===== src/rtl/memshare_sched_ctrl.sv =====
// memShare scheduler control: sequences SCU.memShare() pipeline cycles over
// the allocation sequences, then drains, then pulses done.

package memShare_config_pkg;
  parameter int MAX_ALLOC_SEQ_NUM = 3;
endpackage

module memshare_sched_ctrl
  import memShare_config_pkg::*;
#(
  parameter int MAX_SEQ_NUM    = MAX_ALLOC_SEQ_NUM,
  parameter int PIPE_CYCLE_LEN = 4,
  parameter int DRAIN_LEN      = 2,
  localparam int SEQ_W         = $clog2(MAX_SEQ_NUM + 1)
) (
  input  logic             sys_clk,
  input  logic             rst,
  input  logic             start_i,
  input  logic [SEQ_W-1:0] seq_last_i,
  input  logic             stall_i,
  input  logic             abort_i,
  output logic             ready_o,
  output logic             scu_memShare_busy_o,
  output logic             pipeCycle_begin_o,
  output logic             shiftGen_en_o,
  output logic [SEQ_W-1:0] seq_idx_o,
  output logic             done_o
);

  localparam int CNT_W = $clog2(PIPE_CYCLE_LEN);
  localparam int DRN_W = $clog2(DRAIN_LEN + 1);

  typedef enum logic [1:0] {
    S_IDLE  = 2'd0,
    S_RUN   = 2'd1,
    S_DRAIN = 2'd2,
    S_DONE  = 2'd3
  } state_t;

  state_t           r_state;
  state_t           w_state_nxt;
  logic [CNT_W-1:0] r_cyc_cnt;
  logic [CNT_W-1:0] w_cyc_nxt;
  logic [SEQ_W-1:0] r_seq_idx;
  logic [SEQ_W-1:0] w_seq_nxt;
  logic [SEQ_W-1:0] r_seq_last;
  logic [SEQ_W-1:0] w_last_nxt;
  logic [DRN_W-1:0] r_drn_cnt;
  logic [DRN_W-1:0] w_drn_nxt;
  logic             r_stall_q;
  logic [SEQ_W-1:0] w_seq_last_clamped;
  logic             w_begin;

  // Requested last sequence is clamped to what the configuration supports.
  assign w_seq_last_clamped = (seq_last_i > SEQ_W'(MAX_SEQ_NUM)) ? SEQ_W'(MAX_SEQ_NUM)
                                                                   : seq_last_i;

  // State and counter registers; everything here is control, so all of it resets.
  always_ff @(posedge sys_clk) begin
    if (rst) begin
      r_state    <= S_IDLE;
      r_cyc_cnt  <= '0;
      r_seq_idx  <= '0;
      r_seq_last <= '0;
      r_drn_cnt  <= '0;
      r_stall_q  <= 1'b0;
    end else begin
      r_state    <= w_state_nxt;
      r_cyc_cnt  <= w_cyc_nxt;
      r_seq_idx  <= w_seq_nxt;
      r_seq_last <= w_last_nxt;
      r_drn_cnt  <= w_drn_nxt;
      r_stall_q  <= stall_i;
    end
  end

  // Next-state and counter update; abort is checked before stall so it wins.
  always_comb begin
    w_state_nxt = r_state;
    w_cyc_nxt   = r_cyc_cnt;
    w_seq_nxt   = r_seq_idx;
    w_last_nxt  = r_seq_last;
    w_drn_nxt   = r_drn_cnt;
    case (r_state)
      S_IDLE: begin
        if (start_i) begin
          w_state_nxt = S_RUN;
          w_cyc_nxt   = '0;
          w_seq_nxt   = '0;
          w_last_nxt  = w_seq_last_clamped;
        end
      end
      S_RUN: begin
        if (abort_i) begin
          w_state_nxt = S_IDLE;
          w_cyc_nxt   = '0;
          w_seq_nxt   = '0;
        end else if (!stall_i) begin
          if (r_cyc_cnt == CNT_W'(PIPE_CYCLE_LEN - 1)) begin
            w_cyc_nxt = '0;
            if (r_seq_idx == r_seq_last) begin
              w_state_nxt = S_DRAIN;
              w_drn_nxt   = '0;
            end else begin
              w_seq_nxt = r_seq_idx + SEQ_W'(1);
            end
          end else begin
            w_cyc_nxt = r_cyc_cnt + CNT_W'(1);
          end
        end
      end
      S_DRAIN: begin
        if (abort_i) begin
          w_state_nxt = S_IDLE;
          w_cyc_nxt   = '0;
          w_seq_nxt   = '0;
        end else if (r_drn_cnt == DRN_W'(DRAIN_LEN - 1)) begin
          w_state_nxt = S_DONE;
        end else begin
          w_drn_nxt = r_drn_cnt + DRN_W'(1);
        end
      end
      S_DONE: begin
        w_state_nxt = S_IDLE;
        w_seq_nxt   = '0;
      end
      default: begin
        w_state_nxt = S_IDLE;
        w_cyc_nxt   = '0;
        w_seq_nxt   = '0;
      end
    endcase
  end

  // Outputs are decoded from registers only; a stall seen last cycle masks the begin marker.
  assign w_begin             = (r_state == S_RUN) && (r_cyc_cnt == '0) && !r_stall_q;
  assign ready_o             = (r_state == S_IDLE);
  assign scu_memShare_busy_o = (r_state == S_RUN) || (r_state == S_DRAIN);
  assign pipeCycle_begin_o   = w_begin;
  assign shiftGen_en_o       = w_begin;
  assign seq_idx_o           = r_seq_idx;
  assign done_o              = (r_state == S_DONE);

endmodule


===== config.mk =====
export PLATFORM = sky130hd
export DESIGN_NAME = memshare_sched_ctrl
export DESIGN_NICKNAME = d
export VERILOG_FILES = /design/src/rtl/memshare_sched_ctrl.sv
export SDC_FILE = /design/constraint.sdc
export NUM_CORES = 1
export LEC_CHECK = 0
export ABC_AREA = 1
export CORE_MARGIN = 1
export CORE_UTILIZATION = 45
export CTS_CLUSTER_DIAMETER = 100
export DETAILED_ROUTE_END_ITERATION = 10
export HOLD_SLACK_MARGIN = 0.03
export PLACE_DENSITY = 0.7
export SLEW_MARGIN = 20
export SYNTH_ARGS = -nofsm -noshare
export SYNTH_HDL_FRONTEND = slang
export SYNTH_SLANG_ARGS = --single-unit

===== constraint.sdc =====
create_clock -name sys_clk -period 1.3 [get_ports sys_clk]
set_input_delay 0.26 -clock sys_clk [delete_from_list [all_inputs] [get_ports sys_clk]]
set_output_delay 0.26 -clock sys_clk [all_outputs]
set_load 0.01 [all_outputs]

==> reports/metrics.yaml <==
placement:
  placed_cell_area_um2: 1000
  port_buffers: 13
  dp_hpwl_um: 1420
  gp_congestion: 0.837
synth:
  ys_types: 22
  yosys.area.top_type: "dfxtp_1"
  synthXorXnorAreaFrac_pct: 0
  synth-simple-area-share_pct: 35.4
  syn_inst: 113
  yosys.area.top_type_share_pct: 28.8
  async_flop_share_pct: 0
  netlist_area_um2: 764
  avgSynthCellArea_um2: 6.77
  synth_compound_area_share_pct: 10.3
  yosysSeqAreaShare_pct: 28.8
  ys_seq_elements: 11
  ys.flop_type: "dfxtp_1"
  synthAdderAreaFrac_pct: 14.7
  synth_area_leaders: "dfxtp_1, ha_1, nand2_1, inv_1, a21oi_1"
  yosysMostFrequentCell: "nand2_1"
  synth-edff-count: 0
  synth.area.mux_share_pct: 0
  synth_top_family_by_area: "simple AND/OR/NAND/NOR gates"
  synth_fp_nets: 129
  ys_top_cells_by_count: "nand2_1, inv_1, dfxtp_1"
  yosysWarnings: 0
clock_tree:
  htreeDepth: 1
  cts.sinks: 11
  numCtsBuffers: 3
  insertion_delay_ps: 290
  path_clk_slew_ps: 80
  root_buffer: "clkbuf_4"
  cts_buffer_depth: 2
  cts_tree: "done"
timing:
  worst_slew_pin_slew_ps: 275
  fin_crit_ps: 1370
  rsz0062_at_grt: "true"
  clock-skew-final_ps: 0.989
  max_freq_mhz: 731
  relSlewSlack_pct: 81.6
  fin_crit_sh_pct: 105
  finalHoldViolations: 0
  slew_viol_final: 0
  setup_viol: 10
  tns_ps: -456
  fin_ws_ps: -67.5
floorplan:
  core_region_area_um2: 1540
  start_util_pct: 49.6
  die_area_um2: 1870
  row_count: 14
  io_pins: 14
  dieWidth_um: 43.2
  die_h_um: 43.2
worst_setup_path:
  worst-endpoint-arrival_ps: 1110
  path_buf_inv: 2
  critPathKind: "register to output port"
  cp-end-kind: "output port"
  crit_path_cell_trace: "inv_4, ha_4, nand2_1, nor2_2, buf_2"
  required_ps: 1040
  critical_path_peak_fanout: 3
  cp_slowest_stage_delay_ps: 340
  worstRegToRegCells: 10
  reg2reg_to: "seq_idx_o[0]"
  critical_path.endpoint: "pipeCycle_begin_o"
  crit_family: "flip-flops"
  r2r_slack_ps: -70
  startpoint_type: "register"
  startpoint: "r_state[1]"
  cp.depth: 5
  rr_startpoint: "r_state[1]"
  slowest_stage: "dfxtp_2"
routing:
  first_iter_violations: 40
  wl_met3_um: 93
  ant_nets: 0
  via_count: 848
  wl_met2_um: 1100
  wire_per_inst_um: 13.8
  drc: 0
  vias_per_cell: 5.30
  drt-met1-wl_um: 994
  dr.pass1.iters: 4
  top_layer: "met4"
  wirelength_um: 2210
grt:
  grt_pass1_vias: 831
  grt_use_total_pct: 25.2
  gr-total-overflow: 0
  grt_max_degree: 9
  grt_pass1_wl_um: 3560
  antenna_found_initial: 0
finish:
  design_area_um2: 1240
  utilization_pct: 80.4
  antenna_cells: 0
  nets: 161
  drive_above_1_share_pct: 45.8
  syn_to_final_growth_pct: 62.0
status:
  status: "complete, but fails checks"
  violations: "negative setup slack"
power:
  p_leak_nw: 0.566
  peakVddDrop_v: 0.00164
  cellPowerDensity_nw_per_um2: 2230
flow_run:
  maxCapViolCount: 0
min_path:
  hp-class: "register to register"
==> layer usage <==
| layer | vias up | GRT usage, % |
|---|---|---|
| met1 | 389 | 31.4 |
| met3 | 3 | 3.83 |
| li1 | 428 | - |
| met5 | - | 0 |
| met4 | 0 | 10.9 |
| met2 | 28 | 42.4 |
==> registers in the layout (all words and copies together), names as in the netlist <==
signal      cells
r_seq_last      2
seq_idx_o       2
r_drn_cnt       2
r_stall_q       1
r_state         2
r_cyc_cnt       2
==> tightest hold or removal path, stage by stage (launching register included) <==
cell and delay [ps]:
dfxtp_1 310, inv_1 60, a21oi_1 60
==> cell families (layout without fill, tap and decap cells) <==
kind of cell | Yosys count | count (layout)
simple gates | 57 | 57
buf+inv | 21 | 52
compound gates | 15 | 15
flops | 11 | 11
fa+ha+maj | 9 | 9
==> layout make-up <==
| cell class | count | area [µm²] |
|---|---|---|
| multi-input cells | 81 | 626 |
| fillers | 98 | 303 |
| repair buffers | 28 | 249 |
| flip-flops and latches | 11 | 228 |
| inverters | 20 | 90.1 |
| clock buffers | 4 | 26.3 |
| well taps | 16 | 20.0 |
==> layout by cell type (no fill, tap or decap), drive strengths merged <==
master	instances
a21oi	9
and3	1
inv	20
buf	20
nor3	1
o21ai	4
nand4	2
nand3	11
a31oi	1
clkdlybuf4s50	6
nor2	11
o21bai	1
dlygate4sd2	2
or2	2
dfxtp	11
ha	9
nand2	28
clkbuf	4
nor4	1
==> repair_timing <==
item	4_1_cts	5_1_grt
hold endpoints to repair	0	0
setup buffers	1	2
setup endpoints to repair	15	12
pin swaps	8	12
resized for setup	58	18
hold buffers	0	0
==> per-stage QoR <==
step	worst slack [ps]	cells	power, mW	hold WS, ps
2_1_floorplan	6.71	113	1.39	329
3_3_place_gp	-229	153	1.88	462
3_5_place_dp	-271	153	1.92	464
4_1_cts	-68.2	158	2.45	475
5_1_grt	-143	160	2.96	503
6_report	-67.5	160	2.76	475
==> how the worst min path moves through the flow <==
| stage | from | to | cells after the start | slack (ps) |
|---|---|---|---|---|
| final | r_seq_last[0] | r_seq_last[0] | 2 | 480 |
| after global routing | r_seq_last[1] | r_seq_last[1] | 2 | 500 |
| after CTS | r_seq_last[0] | r_seq_last[0] | 2 | 470 |
| after detailed placement | r_seq_last[0] | r_seq_last[0] | 2 | 460 |
| after global placement | r_seq_last[1] | r_seq_last[1] | 2 | 460 |
| after floorplan | rst | seq_idx_o[1] | 1 | 330 |
==> where the power goes <==
group	internal, mW	total, mW	leakage [nW]	switching [mW]
registers	0.467	0.566	0.0922	0.0988
logic	0.910	1.94	0.459	1.03
clock network	0.119	0.258	0.0150	0.138
Note: power is estimated with default switching activity, not from simulation.
